<file path="src/rtl/sync_fifo_pf_pkg.sv">
// Shared definitions for the single-clock FIFO and its dual-clock companion.
// Read-mode constants and depth derivation live here so both wrappers agree.
`ifndef SYNC_FIFO_DEPTH
`define SYNC_FIFO_DEPTH(addr) (1 << (addr))
`endif

package sync_fifo_pf_pkg;

    localparam int unsigned FWFT_OFF = 0;
    localparam int unsigned FWFT_ON  = 1;

    function automatic int unsigned fifo_depth(input int unsigned addr);
        return 32'd1 << addr;
    endfunction

endpackage

</file>
<file path="src/rtl/sync_fifo_mem.sv">
// DEPTH x WIDTH storage: synchronous write, asynchronous read.
// No reset on the array; contents are only meaningful between the pointers.
module sync_fifo_mem
    import sync_fifo_pf_pkg::*;
#(
    parameter int unsigned WIDTH = 8,
    parameter int unsigned ADDR  = 3
) (
    input  logic             clk_i,
    input  logic             we_i,
    input  logic [ADDR-1:0]  waddr_i,
    input  logic [WIDTH-1:0] wdata_i,
    input  logic [ADDR-1:0]  raddr_i,
    output logic [WIDTH-1:0] rdata_o
);

    localparam int unsigned DEPTH = fifo_depth(ADDR);

    logic [WIDTH-1:0] mem_q [DEPTH];

    always_ff @(posedge clk_i) begin
        if (we_i) begin
            mem_q[waddr_i] <= wdata_i;
        end
    end

    assign rdata_o = mem_q[raddr_i];

endmodule

</file>
<file path="src/rtl/sync_fifo_pf.sv">
// Single-clock FIFO with occupancy count, almost-full/empty thresholds,
// sticky overflow/underflow flags and optional first-word-fall-through read.
module sync_fifo_pf
    import sync_fifo_pf_pkg::*;
#(
    parameter int unsigned WIDTH = 8,
    parameter int unsigned ADDR  = 3,
    parameter int unsigned FWFT  = FWFT_OFF
) (
    input  logic             CLK,
    input  logic             RST,
    input  logic             WR_EN,
    input  logic [WIDTH-1:0] WR_DATA,
    input  logic             RD_EN,
    output logic [WIDTH-1:0] RD_DATA,
    output logic             RD_VALID,
    output logic             FULL,
    output logic             EMPTY,
    output logic [ADDR:0]    COUNT,
    input  logic [ADDR:0]    AF_THRESH,
    input  logic [ADDR:0]    AE_THRESH,
    output logic             ALMOST_FULL,
    output logic             ALMOST_EMPTY,
    output logic             OVERFLOW,
    output logic             UNDERFLOW,
    input  logic             ERR_CLR
);

    localparam int unsigned   DEPTH    = fifo_depth(ADDR);
    localparam logic [ADDR:0] FULL_CNT = (ADDR + 1)'(DEPTH);

    logic [ADDR:0]    wptr_q, wptr_d;
    logic [ADDR:0]    rptr_q, rptr_d;
    logic [ADDR:0]    count_q, count_d;
    logic [WIDTH-1:0] out_data_q, out_data_d;
    logic             out_valid_q, out_valid_d;
    logic             ovf_q, ovf_d;
    logic             unf_q, unf_d;

    logic             full, empty;
    logic             wa, ra, load;
    logic [WIDTH-1:0] mem_rdata;

    sync_fifo_mem #(
        .WIDTH(WIDTH),
        .ADDR (ADDR)
    ) u_mem (
        .clk_i  (CLK),
        .we_i   (wa),
        .waddr_i(wptr_q[ADDR-1:0]),
        .wdata_i(WR_DATA),
        .raddr_i(rptr_q[ADDR-1:0]),
        .rdata_o(mem_rdata)
    );

    always_comb begin
        full  = (count_q == FULL_CNT);
        empty = (count_q == '0);
        wa    = WR_EN & ~full;
        ra    = 1'b0;
        load  = 1'b0;

        if (FWFT == FWFT_ON) begin
            // Output register refills from memory on the same edge it is popped.
            ra   = RD_EN & out_valid_q;
            load = (wptr_q != rptr_q) & (~out_valid_q | ra);
            out_valid_d = load | (out_valid_q & ~ra);
        end else begin
            ra   = RD_EN & ~empty;
            load = ra;
            out_valid_d = ra;
        end
        out_data_d = load ? mem_rdata : out_data_q;

        wptr_d = wptr_q + {{ADDR{1'b0}}, wa};
        rptr_d = rptr_q + {{ADDR{1'b0}}, load};

        case ({wa, ra})
            2'b10:   count_d = count_q + 1'b1;
            2'b01:   count_d = count_q - 1'b1;
            default: count_d = count_q;
        endcase

        // Set takes priority over a simultaneous clear.
        ovf_d = (ovf_q & ~ERR_CLR) | (WR_EN & full);
        unf_d = (unf_q & ~ERR_CLR) | (RD_EN & ~ra);
    end

    always_ff @(posedge CLK) begin
        if (RST) begin
            wptr_q      <= '0;
            rptr_q      <= '0;
            count_q     <= '0;
            out_data_q  <= '0;
            out_valid_q <= 1'b0;
            ovf_q       <= 1'b0;
            unf_q       <= 1'b0;
        end else begin
            wptr_q      <= wptr_d;
            rptr_q      <= rptr_d;
            count_q     <= count_d;
            out_data_q  <= out_data_d;
            out_valid_q <= out_valid_d;
            ovf_q       <= ovf_d;
            unf_q       <= unf_d;
        end
    end

    assign RD_DATA      = out_data_q;
    assign RD_VALID     = out_valid_q;
    assign FULL         = full;
    assign EMPTY        = empty;
    assign COUNT        = count_q;
    assign ALMOST_FULL  = (count_q >= AF_THRESH);
    assign ALMOST_EMPTY = (count_q <= AE_THRESH);
    assign OVERFLOW     = ovf_q;
    assign UNDERFLOW    = unf_q;

endmodule

</file>
<file path="config.mk">
export PLATFORM = sky130hd
export DESIGN_NAME = sync_fifo_pf
export DESIGN_NICKNAME = d
export VERILOG_FILES = /design/src/rtl/sync_fifo_pf_pkg.sv /design/src/rtl/sync_fifo_mem.sv /design/src/rtl/sync_fifo_pf.sv
export SDC_FILE = /design/constraint.sdc
export NUM_CORES = 1
export LEC_CHECK = 0
export CAP_MARGIN = 20
export CORE_MARGIN = 10
export CORE_UTILIZATION = 28
export CTS_BUF_LIST = sky130_fd_sc_hd__clkbuf_8
export CTS_CLUSTER_DIAMETER = 60
export DETAILED_ROUTE_END_ITERATION = 16
export PLACE_DENSITY = 0.43
export SYNTH_ARGS = -nofsm -noshare
export SYNTH_HDL_FRONTEND = slang
export SYNTH_SLANG_ARGS = --single-unit
</file>
<file path="constraint.sdc">
create_clock -name CLK -period 3.05 [get_ports CLK]
set_input_delay 0.4575 -clock CLK [delete_from_list [all_inputs] [get_ports CLK]]
set_output_delay 0.4575 -clock CLK [all_outputs]
set_load 0.01 [all_outputs]
</file>
==> results of run 1 <==
## sequential cells by signal (all words and copies together), names as in the netlist
register / cells
OVERFLOW: 1
u_mem.mem_q: 64
rptr_q: 3
RD_VALID: 1
UNDERFLOW: 1
RD_DATA: 8
wptr_q: 3
COUNT: 4
## worst max path at each step
stage,endpoint,cells after the start,startpoint
after floorplan,COUNT[3],7,COUNT[1]
after global placement,ALMOST_EMPTY,8,AE_THRESH[1]
after detailed placement,ALMOST_EMPTY,8,AE_THRESH[1]
after CTS,ALMOST_FULL,7,COUNT[0]
after global routing,ALMOST_EMPTY,6,COUNT[1]
final,ALMOST_EMPTY,6,COUNT[1]
## critical path, stage by stage, from the launching register on
cell,delay [ns]
dfxtp_1,0.59
ha_1,0.32
nor2b_1,0.13
o21a_1,0.16
o21a_1,0.16
o21ai_0,0.13
clkdlybuf4s50_1,0.56
## placed cells by master (no fill, tap or decap), types with 3 or more instances in the layout
cell / count
inv_1: 10
edfxtp_1: 64
clkdlybuf4s50_1: 39
nor2_1: 21
dfxtp_1: 20
nor3_2: 8
a21o_1: 3
o22ai_1: 8
xor2_1: 3
nand2b_1: 5
buf_4: 14
clkbuf_8: 9
a21oi_1: 5
nor2b_1: 13
mux4_2: 16
ha_1: 15
## layer usage
layer / part of all wire [%] / global-route usage, %
met3: 4.2 / 3.43
met4: 0.88 / 2.57
met5: 0 / 0
met1: 49 / 11.2
met2: 46 / 13.2
## power by group through the flow
stage / Combinational [mW] / Sequential, mW / Clock, mW
floorplan: 0.712 / 1.54 / 0
global placement: 1.17 / 1.54 / 0
detailed placement: 1.17 / 1.54 / 0
CTS: 1.17 / 1.52 / 0.783
global route: 1.28 / 1.54 / 0.826
finish: 1.14 / 1.51 / 0.746
## stage by stage
stage          worst slack, ns  util (%)  hold WS [ns]  instance area [um2]
2_1_floorplan            0.555         -         0.508                 3530
3_3_place_gp             0.229      34.3         0.484                 4180
3_5_place_dp             0.232      34.3         0.488                 4180
4_1_cts                 0.0646      35.8         0.507                 4360
5_1_grt                0.00185      35.8         0.534                 4360
6_report                 0.191      35.8         0.503                 4360
## cell type report
type	instances	area [um2]	share of cell area, %
Sequential cell	85	2340	53.8
Multi-Input combinational cell	118	1100	25.2
Timing Repair Buffer	53	495	11.4
Tap cell	168	210	4.82
Clock buffer	9	124	2.84
Clock inverter	7	58.8	1.35
Inverter	8	30.0	0.689
## logic make-up after synthesis
group           synth area share (%)
simple gates                    9.51
buf+inv                         2.45
xor+xnor                        1.24
compound gates                  4.22
flops                           66.4
mux                             10.8
fa+ha+maj                       5.32
==> results by group, run 1 <==
Yosys
  – Mapped Area: 3530 um2
  – Yosys top cell by area: edfxtp_1
  – Post-synthesis cell type count: 34
  – Ys async rst share: 0%
  – Post-synth EDFFs: 64
  – Synth Area per Inst: 16.0 um2
  – Seq/Total Area, Yosys: 66.4%
  – Ranking of synthesized cells by area: edfxtp_1, dfxtp_1, mux4_2
  – Synthesized net count: 256
  – Post-synth top flop: edfxtp_1
  – Synth warnings: 0
  – Commonest cells in the netlist: edfxtp_1, dfxtp_1, nor2_1
  – Synth top area share: 54.5%
  – Post-Synthesis Cells: 220
  – Yosys reg bits: 85
  – Most frequent cell after synthesis: edfxtp_1

Routing
  – WL/cell: 16.3 um
  – DR vias: 1,936
  – DRT iter0 DRCs: 172
  – Routed WL: 7.31 mm
  – Initial DRT Pass Iterations: 4
  – Drt drc: 0
  – DRT antenna net count: 0
  – Drt via density: 4.32

Setup path
  – Worst EP required: 2.59 ns
  – RR Startpoint: COUNT[1]
  – R2R Setup Slk: 0.56 ns
  – Crit start category: flip-flop
  – Worst Path Max Fanout: 11
  – R2r endpoint: COUNT[2]
  – CP arrival: 2.40 ns
  – CP endpoint kind: output port
  – R2R depth: 10
  – WS Path Type: reg -> out

Floorplan
  – DIE AREA: 17,500 um2
  – Core footprint: 12,200 um2
  – Chip height: 132 um
  – Initial Util: 29.0%
  – Cell Rows: 40
  – DIE WIDTH: 132 um
  – Ports: 40

GRT
  – First-pass GRT wire length: 11.7 mm
  – Gr ovfl total: 0
  – Tot GR Track Use: 8.69%
  – Initial antenna violation count: 0
  – Vias in the first global route: 2,028
  – Largest net degree at the start of global routing: 18

Finish
  – Nets: 311
  – Area growth, synth to finish: 23.6%
  – Fillers: 1,190
  – Finished Layout Cells: 448
  – Antenna diodes: 0
  – Fraction of layout cells with a size suffix above 1: 19.3%

Placement
  – Detailed Place HPWL: 4.92 mm
  – Routability-driven placement congestion ratio: 0.694
  – Port bufs: 39
  – Placed insts: 432

Timing
  – Tmin final: 2.86 ns
  – Final Setup Violations: 0
  – Worst Skew: 0.00512 ns
  – Fmax: 350 MHz
  – Final period util: 93.7%
  – Hold Violations, Final: 0
  – Least-Margin Pin Slew: 0.749 ns
  – RSZ-0062 raised after global routing: false
  – Max-Slew Margin vs Limit: 50.0%
  – Setup_tns: 0 ns
  – Final Max Tran Viols: 0

Flow run
  – Max Cap Violations: 0

Clock network
  – Total CTS buffers: 9
  – Clock tree buffer depth: 2
  – Post-CTS Setup Inserts: 0
  – # hold bufs at CTS: 0
  – Worst-path clk slew: 0.08 ns
  – CTS tree: done
  – Clock Latency Late Sink: 0.35 ns
  – CTS HTree Levels: 3
  – # resized after CTS: 0
  – Clock root cell: clkbuf_8
  – Clock net sink count: 85

Power
  – Net Sw Frac: 30.5%
  – VDD IR-drop max: 0.249 mV
  – Pwr/cell area: 780 nW/um2
  – Tot Pwr: 3.40 mW
  – Reg power frac: 44.5%
  – Power share of the clock group: 21.9%
  – P_sw: 1.04 mW
  – P_int: 2.36 mW
  – Gate power share: 33.6%
  – Static leakage: 1.53 nW

Hold path
  – Min-Delay Path Class: reg -> reg
  – Min-Delay Path Depth: 2
  – Hold Crit Endpoint: RD_DATA[4]
  – Hold_sp: RD_DATA[4]

Run status
  – Status: finished, final reports clean
(Power assumes the default switching activity.)
==> inputs of run 2 (changes only) <==
--- a/config.mk
+++ b/config.mk
@@ -8,8 +8,7 @@
 export CAP_MARGIN = 20
 export CORE_MARGIN = 10
 export CORE_UTILIZATION = 28
-export CTS_BUF_LIST = sky130_fd_sc_hd__clkbuf_8
-export CTS_CLUSTER_DIAMETER = 60
+export CTS_CLUSTER_DIAMETER = 40
 export DETAILED_ROUTE_END_ITERATION = 16
 export PLACE_DENSITY = 0.43
 export SYNTH_ARGS = -nofsm -noshare
==> run 2 against run 1 <==
Net effect: design area is 2.3% higher; utilization is 0.83 points higher; die area stayed put; critical path depth stayed put; wire length is 0.23% higher; critical path type unchanged; sequential share of layout area is 1.2 points lower; clock-buffer cell count is 2 higher; critical endpoint unchanged; sequential cell count stayed put; worst setup slack better by 0.030 ns.
==> results by group, run 2 (same netlist as run 1, synthesis figures left out) <==
Finish
  – Most common cell after layout, fill and taps aside: edfxtp_1
  – Area growth, synth to finish: 26.5%
  – Finished Layout Cells: 448 (unchanged)
  – Most frequent cells in the layout: edfxtp_1, clkdlybuf4s50_1, nor2_1
  – Most flop-heavy register: u_mem.mem_q
  – Utilization after layout: 36.7% (+0.83 points)
  – Fraction of layout cells with a size suffix above 1: 19.3% (unchanged)
  – Nets: 311 (unchanged)
  – Antenna diodes: 0 (unchanged)
  – Max reg flops: 64 (unchanged)

Timing
  – PnR worst setup slack: 0.221 ns (+0.0299 ns)
  – Hold Violations, Final: 0 (unchanged)
  – Final Setup Violations: 0 (unchanged)
  – Tmin final: 2.83 ns (-0.0299 ns)
  – Final period util: 92.7% (-0.98 points)
  – Least-Margin Pin Slew: 0.743 ns (-0.00558 ns)
  – Worst Skew: 0.00631 ns (+0.00119 ns)
  – Fmax: 354 MHz (+1.1%)
  – Max-Slew Margin vs Limit: 50.4% (+0.37 points)
  – Final Max Tran Viols: 0 (unchanged)
  – Setup_tns: 0 ns (unchanged)
  – RSZ-0062 raised after global routing: false

Setup path
  – Worst Path Max Fanout: 11 (unchanged)
  – Worst EP required: 2.59 ns (about the same)
  – CP endpoint kind: output port
  – CP arrival: 2.37 ns (-0.03 ns)
  – R2R Setup Slk: 0.56 ns (about the same)
  – WS Path Type: reg -> out
  – Crit start category: flip-flop

Floorplan
  – DIE WIDTH: 132 um (unchanged)
  – Cell Rows: 40 (unchanged)
  – Core footprint: 12,200 um2 (unchanged)
  – DIE AREA: 17,500 um2 (unchanged)
  – Chip height: 132 um (unchanged)
  – Ports: 40 (unchanged)
  – Initial Util: 29.0% (unchanged)

Clock network
  – Total CTS buffers: 9 (unchanged)
  – Worst-path clk slew: 0.06 ns (-0.02 ns)
  – Clock tree buffer depth: 2 (unchanged)
  – Clock root cell: clkbuf_16
  – CTS tree: done
  – # hold bufs at CTS: 0 (unchanged)
  – CTS HTree Levels: 3 (unchanged)
  – Clock net sink count: 85 (unchanged)
  – Post-CTS Setup Inserts: 0 (unchanged)
  – # resized after CTS: 0 (unchanged)
  – Clock Latency Late Sink: 0.34 ns (about the same)

Routing
  – Routed WL: 7.33 mm (+0.23%)
  – Initial DRT Pass Iterations: 4 (unchanged)
  – DRT antenna net count: 0 (unchanged)
  – Drt via density: 4.33 (+0.31%)
  – DRT iter0 DRCs: 154 (-10%)
  – DR vias: 1,942 (+0.31%)
  – WL/cell: 16.4 um (+0.23%)
  – Drt drc: 0 (unchanged)

Power
  – Pwr/cell area: 830 nW/um2 (+6.4%)
  – Reg power frac: 40.9% (-3.6 points)
  – P_sw: 1.07 mW (+3.5%)
  – Static leakage: 1.57 nW (+2.5%)
  – VDD IR-drop max: 0.297 mV (+19%)
  – Gate power share: 30.8% (-2.8 points)
  – Power share of the clock group: 28.3% (+6.4 points)
  – P_int: 2.63 mW (+11%)
  – Net Sw Frac: 29.0% (-1.5 points)

Hold path
  – Min-Delay Path Class: reg -> reg

GRT
  – M3 GR Usage: 3.09% (-0.34 points)
  – Vias in the first global route: 2,039 (+0.54%)
  – M2 GR Usage: 13.1% (-0.028 points)
  – First-pass GRT wire length: 11.7 mm (about the same)
  – Met1 usage: 11.2% (+0.043 points)
  – Initial antenna violation count: 0 (unchanged)
  – Tot GR Track Use: 8.75% (+0.055 points)
  – Largest net degree at the start of global routing: 18 (unchanged)
  – Busiest layer in global routing: met2
  – Gr ovfl total: 0 (unchanged)

Placement
  – Port bufs: 39 (unchanged)
  – Placed insts: 432 (unchanged)
  – Setup WS pre-CTS: 0.232 ns (unchanged)
  – Detailed Place HPWL: 4.92 mm (unchanged)
  – Routability-driven placement congestion ratio: 0.694 (unchanged)

Run status
  – Status: finished, final reports clean

Flow run
  – Max Cap Violations: 0 (unchanged)
run 2: changes by cell type in the layout (fill, tap and decap cells not counted):
cell and delta:
clkbuf_1 +2, clkbuf_8 -9, clkbuf_16 +9, inv_1 -2
run 2: through the flow:
step	hold WS [ns]	area (um2)	total power [mW]
floorplan	0.508	3530	2.25
global placement	0.484	4180	2.71
detailed placement	0.488	4180	2.71
CTS	0.502	4460	3.78
global route	0.528	4460	3.94
finish	0.498	4460	3.70
run 2: per-layer routing:
layer	part of all wire (%)	wire length, um	up-vias
li1	-	-	951
met1	48	3540	944
met2	46	3370	38
met3	4.0	292	9
met4	1.7	124	0
met5	0	0	-
run 2: worst paths after layout:
| check | startpoint | endpoint | depth (start not counted) |
|---|---|---|---|
| worst min-delay path | RD_DATA[4] | RD_DATA[4] | 2 |
| worst max-delay path | COUNT[1] | ALMOST_EMPTY | 6 |
| worst min register to register | RD_DATA[4] | RD_DATA[4] | 2 |
| worst max register to register | COUNT[1] | COUNT[2] | 10 |
run 2: cell type report:
| cell class | instances | area [um2] |
|---|---|---|
| Clock buffer | 11 | 233 |
| Fill cell | 1176 | 7700 |
| Tap cell | 168 | 210 |
| Clock inverter | 5 | 51.3 |
| Inverter | 8 | 30.0 |
| Timing Repair Buffer | 53 | 495 |
| Multi-Input combinational cell | 118 | 1100 |
| Sequential cell | 85 | 2340 |
run 2: worst max-delay path: stages (launching register included):
cell,delay [ns]
dfxtp_1,0.59
ha_1,0.32
nor2b_1,0.13
o21a_1,0.16
o21a_1,0.16
o21ai_0,0.13
clkdlybuf4s50_1,0.56
run 2: power groups by stage:
stage               Clock [mW]  Sequential (mW)  Combinational (mW)
floorplan                    0             1.54               0.712
global placement             0             1.54                1.17
detailed placement           0             1.54                1.17
CTS                       1.09             1.52                1.17
global route              1.12             1.54                1.28
finish                    1.05             1.52                1.14
==> inputs of run 3 (changes only) <==
--- a/config.mk
+++ b/config.mk
@@ -10,7 +10,9 @@
 export CORE_UTILIZATION = 28
 export CTS_CLUSTER_DIAMETER = 40
 export DETAILED_ROUTE_END_ITERATION = 16
-export PLACE_DENSITY = 0.43
+export DONT_BUFFER_PORTS = 1
+export PLACE_DENSITY = 0.38
+export SETUP_SLACK_MARGIN = 0.5
 export SYNTH_ARGS = -nofsm -noshare
 export SYNTH_HDL_FRONTEND = slang
 export SYNTH_SLANG_ARGS = --single-unit
==> run 3 against run 2 <==
Net effect: clock-buffer cell count down 2; sequential power rose by 3%; sequential cell count stayed put; global-route usage about the same; critical endpoint is now ALMOST_FULL; largest cell class unchanged.
==> results by group, run 3 (same netlist as run 1, synthesis figures left out) <==
Run status
  – Status: finished, final reports clean

Timing
  – Final hold slack: 0.180 ns (-0.318 ns)
  – Setup_tns: 0 ns (unchanged)
  – PnR worst setup slack: 0.696 ns (+0.474 ns)
  – Least-Margin Pin Slew: 0.868 ns (+0.125 ns)
  – Final period util: 77.2% (-16 points)
  – Hold Violations, Final: 0 (unchanged)
  – Fmax: 425 MHz (+20%)
  – Worst Skew: 0.00640 ns (+0.0000853 ns)
  – Max-Slew Margin vs Limit: 41.6% (-8.8 points)
  – Final Setup Violations: 0 (unchanged)
  – Final Max Tran Viols: 0 (unchanged)
  – Tmin final: 2.35 ns (-0.474 ns)
  – RSZ-0062 raised after global routing: false

Setup path
  – Crit start category: flip-flop
  – WS Path Type: reg -> out
  – Max stage delay on crit path: 0.46 ns (-0.13 ns)
  – CP max stage cell: dfxtp_2
  – Worst EP required: 2.59 ns (about the same)
  – Critical-path cell list: inv_1 > ha_1 > nand2b_1 > a21o_1 > a21o_1 > a21o_1
  – Worst Path Max Fanout: 9 (-2)
  – CP endpoint kind: output port
  – Top cell by count, worst path: a21o_1
  – CP arrival: 1.90 ns (-0.47 ns)

Power
  – VDD IR-drop max: 0.278 mV (-6.7%)
  – Pwr/cell area: 847 nW/um2 (+2.1%)
  – Tot Pwr: 3.45 mW (-6.9%)
  – Static leakage: 1.43 nW (-9.0%)

Floorplan
  – Core footprint: 12,200 um2 (unchanged)
  – Cell Rows: 40 (unchanged)
  – DIE AREA: 17,500 um2 (unchanged)
  – Chip height: 132 um (unchanged)
  – Ports: 40 (unchanged)
  – Initial Util: 29.0% (unchanged)
  – DIE WIDTH: 132 um (unchanged)

GRT
  – Initial antenna violation count: 0 (unchanged)
  – Gr ovfl total: 0 (unchanged)
  – Largest net degree at the start of global routing: 23 (+5)
  – First-pass GRT wire length: 11.4 mm (-2.8%)
  – Tot GR Track Use: 8.73% (-0.020 points)
  – Vias in the first global route: 1,817 (-11%)

Placement
  – Routability-driven placement congestion ratio: 0.704 (+1.5%)
  – Port bufs: 0 (-100%)
  – Detailed Place HPWL: 5.03 mm (+2.2%)
  – Setup WS pre-CTS: 0.571 ns (+0.339 ns)

Finish
  – Most flop-heavy register: u_mem.mem_q
  – Antenna diodes: 0 (unchanged)
  – Fraction of layout cells with a size suffix above 1: 24.8% (+5.5 points)
  – Max reg flops: 64 (unchanged)
  – Most common cell after layout, fill and taps aside: edfxtp_1
  – Utilization after layout: 33.5% (-3.2 points)
  – Most frequent cells in the layout: edfxtp_1, nor2_1, dfxtp_1
  – Nets: 273 (-12%)
  – Area growth, synth to finish: 15.4%

Routing
  – Drt via density: 4.39 (+1.3%)
  – DRT antenna net count: 0 (unchanged)
  – Drt drc: 0 (unchanged)
  – Initial DRT Pass Iterations: 4 (unchanged)
  – DR vias: 1,801 (-7.3%)
  – WL/cell: 17.8 um (+8.7%)
  – Routed WL: 7.29 mm (-0.55%)
  – DRT iter0 DRCs: 70 (-55%)

Flow run
  – Max Cap Violations: 0 (unchanged)

Clock network
  – CTS HTree Levels: 3 (unchanged)
  – Worst-path clk slew: 0.06 ns (about the same)
  – Clock net sink count: 85 (unchanged)
  – Total CTS buffers: 9 (unchanged)
  – CTS tree: done
  – # hold bufs at CTS: 0 (unchanged)
  – Clock Latency Late Sink: 0.34 ns (about the same)
  – Clock tree buffer depth: 2 (unchanged)
  – Clock root cell: clkbuf_16

Hold path
  – Min-Delay Path Class: in -> reg
## run 3: cell count changes in the layout (fill, tap and decap cells not counted), moves of 2 or more
| cell | before | now |
|---|---|---|
| dfxtp_1 | 20 | 18 |
| clkbuf_1 | 2 | 0 |
| inv_6 | 0 | 2 |
| clkdlybuf4s50_1 | 39 | 0 |
| dfxtp_2 | 1 | 3 |
## run 3: worst paths after layout
path | startpoint | endpoint | slack (ns) | cells past startpoint
setup / recovery | COUNT[0] | ALMOST_FULL | 0.70 | 6
hold / removal | RST | COUNT[1] | 0.18 | 1
setup reg to reg | COUNT[2] | COUNT[3] | 0.72 | 7
hold reg to reg | rptr_q[2] | rptr_q[2] | 0.55 | 2
## run 3: through the flow
stage          instance area [um2]  std cells
3_3_place_gp                  3790        394
2_1_floorplan                 3530        220
6_report                      4070        410
5_1_grt                       4070        410
4_1_cts                       4070        410
3_5_place_dp                  3790        394
## run 3: final cells by class
type / instances / area, um2
Clock buffer: 9 / 225
Clock inverter: 7 / 48.8
Multi-Input combinational cell: 118 / 1100
Fill cell: 1206 / 8090
Timing Repair Buffer: 15 / 113
Tap cell: 168 / 210
Sequential cell: 85 / 2350
Inverter: 8 / 30.0
## run 3: power breakdown
part,total (mW),internal (mW),switching [mW]
registers,1.56,1.40,0.160
logic,0.881,0.416,0.465
clock network,1.01,0.554,0.452
## run 3: routing by layer
metal	vias up	track usage (%)	wire [um]
met5	-	0	0
met4	0	3.85	124
met3	10	4.04	469
met2	32	13.4	3500
met1	891	10.2	3190
li1	868	-	-
## run 3: critical path, delay by kind of cell (launching register included)
kind,cells,cell delay (ns)
flip-flops,1,0.46
AO/OA/AOI/OAI,3,0.56
AND/OR/NAND/NOR,1,0.14
adder cells (fa/ha/maj),1,0.29
buffers and inverters,1,0.11
## run 3: repair_timing
item	CTS	global route
gates resized for setup	2	2
buffers inserted	0	0
endpoints found under the setup margin	2	3
==> patch (config.mk and constraints of run 1) <==
`ADDR` is set to 3 in 2 places; all go to 6.
--- a/src/rtl/sync_fifo_mem.sv
+++ b/src/rtl/sync_fifo_mem.sv
@@ -6,3 +6,3 @@
     parameter int unsigned WIDTH = 8,
-    parameter int unsigned ADDR  = 3
+    parameter int unsigned ADDR  = 6
 ) (
--- a/src/rtl/sync_fifo_pf.sv
+++ b/src/rtl/sync_fifo_pf.sv
@@ -6,3 +6,3 @@
     parameter int unsigned WIDTH = 8,
-    parameter int unsigned ADDR  = 3,
+    parameter int unsigned ADDR  = 6,
     parameter int unsigned FWFT  = FWFT_OFF
Ports: changed (resized AE_THRESH, AF_THRESH and COUNT); port bits go from 40 to 49. No check against the original RTL was run, so the function may have changed too.
==> patch against run 1 <==
Power grew to 5.3 times the old value; sequential cell count is 457 higher; combinational power increased to 2.9 times the old value; final area rose to 6.0 times the old value; area after synthesis grew to 6.2 times the old value; wire length rose to 7.6 times the old value; final cell count grew to 5.6 times the old value; synthesized cell count grew to 5.3 times the old value; setup slack got worse by 29 ps; critical endpoint is now COUNT[6]; largest power group unchanged; highest routed layer is now met5.
==> patch: results (changes against run 1) <==
Fillers 7,467 (+530%); GPL Wtd Cong 0.766 (+10%); main area contributors after synthesis edfxtp_1 71%, mux4_2 11%, mux2i_1 4.2%, dfxtp_1 2.8%, nor2_1 2.0%; critical path's slowest cell or4_1; reg2reg path depth 12 (+2); Clock Latency Late Sink 700 ps (+350 ps); Net count, final 1,437 (+360%); critical path's largest stage delay 460 ps (-130 ps); Post-Syn Nets 1,219 (+380%); hold crit path type in -> reg; CTS Buf Count 96 (+87); initial DRC count 804 (+370%); global-route wire length before repair 80,800 microns (+590%); Largest register FFs 512 (+700%); 1st-pass router iterations 5 (+1); WL final 55,400 microns (+660%); Final HPWL DP 36,200 microns (+640%); Crit Path Max Fanout 4 (-7); Buffers on Ports 48 (+23%); family with the most delay on the worst path simple AND/OR/NAND/NOR gates; RR Endpoint COUNT[6]; Pint 13.1 mW (+450%); pin count of the biggest net entering global routing 65 (+47); synth unique cells 45 (+32%); pre-CTS setup slack -2.99 ps (-235 ps); clock buffer depth 3 (+1); vias per cell 4.51 (+4.4%); top cell types by occurrence after synthesis 512 x edfxtp_1, 114 x nor2_1, 106 x mux4_2; Worst Hold Launch WR_DATA[3]; share of cells above drive strength 1 26.0% (+6.8 points); clk slew on worst S/H paths 50 ps (-30 ps); worst reg2reg setup slack 160 ps (-400 ps); hold endpoint u_mem.mem_q[44][3]; leakage power 8.51 nW (+460%); clk_skew 24.8 ps (+19.7 ps); outcome finished clean
[patch: worst max path at each step]
stage | startpoint | endpoint | slack (ps)
3_5_place_dp | RD_EN | COUNT[6] | -3
2_1_floorplan | COUNT[5] | COUNT[6] | 40
5_1_grt | COUNT[0] | ALMOST_FULL | 5
6_report | COUNT[3] | COUNT[6] | 160
3_3_place_gp | RD_EN | COUNT[6] | 10
4_1_cts | COUNT[0] | ALMOST_FULL | 20
[patch: what timing repair did]
action,4_1_cts,5_1_grt
gates resized for setup,11,6
setup buffers,0,4
endpoints found under the setup margin,3,3
pin swaps,0,8
[patch: cell type report]
cell class / instances / share of cell area, %
Clock inverter: 70 / 1.53
Timing Repair Buffer: 179 / 5.97
Antenna cell: 2 / 0.0192
Sequential cell: 542 / 61.4
Clock buffer: 98 / 5.18
Inverter: 21 / 0.303
Multi-Input combinational cell: 545 / 20.6
Tap cell: 1040 / 5.00
[patch: power groups by stage]
stage | sequential, mW | clock [mW] | combinational, mW
6_report | 8.47 | 6.13 | 3.36
5_1_grt | 8.48 | 6.69 | 3.66
4_1_cts | 8.47 | 6.36 | 3.33
3_5_place_dp | 8.62 | 0 | 3.32
3_3_place_gp | 8.61 | 0 | 3.31
2_1_floorplan | 8.59 | 0 | 1.96
[patch: kinds of logic after synthesis]
family	count (synthesis)	synth area share, %
AND/OR/NAND/NOR	231	4.80
XOR/XNOR	9	0.363
buffers and inverters	80	1.90
flip-flops	542	73.6
adder cells (fa/ha/maj)	25	1.48
AO/OA/AOI/OAI	80	2.47
multiplexers	200	15.4
[patch: stage by stage]
step                cells  total power [mW]  instance area (sq um)  util [%]  hold WS [ps]
global route         2497              18.8                  26000      33.8           224
global placement     2322              11.9                  24200      31.4           529
CTS                  2490              18.2                  25900      33.7           204
detailed placement   2322              11.9                  24200      31.4           527
finish               2497              18.0                  26000      33.8           258
floorplan            1167              10.5                  21700         -           492
[patch: layer usage]
layer / up-vias / track usage (%) / share of wire [%] / wire [microns]
met5: - / 0 / 0.023 / 13
met4: 2 / 3.47 / 2.1 / 1190
met3: 94 / 2.73 / 3.8 / 2110
met2: 195 / 19.6 / 47 / 26100
met1: 5882 / 16.6 / 47 / 26000
li1: 5095 / - / - / -
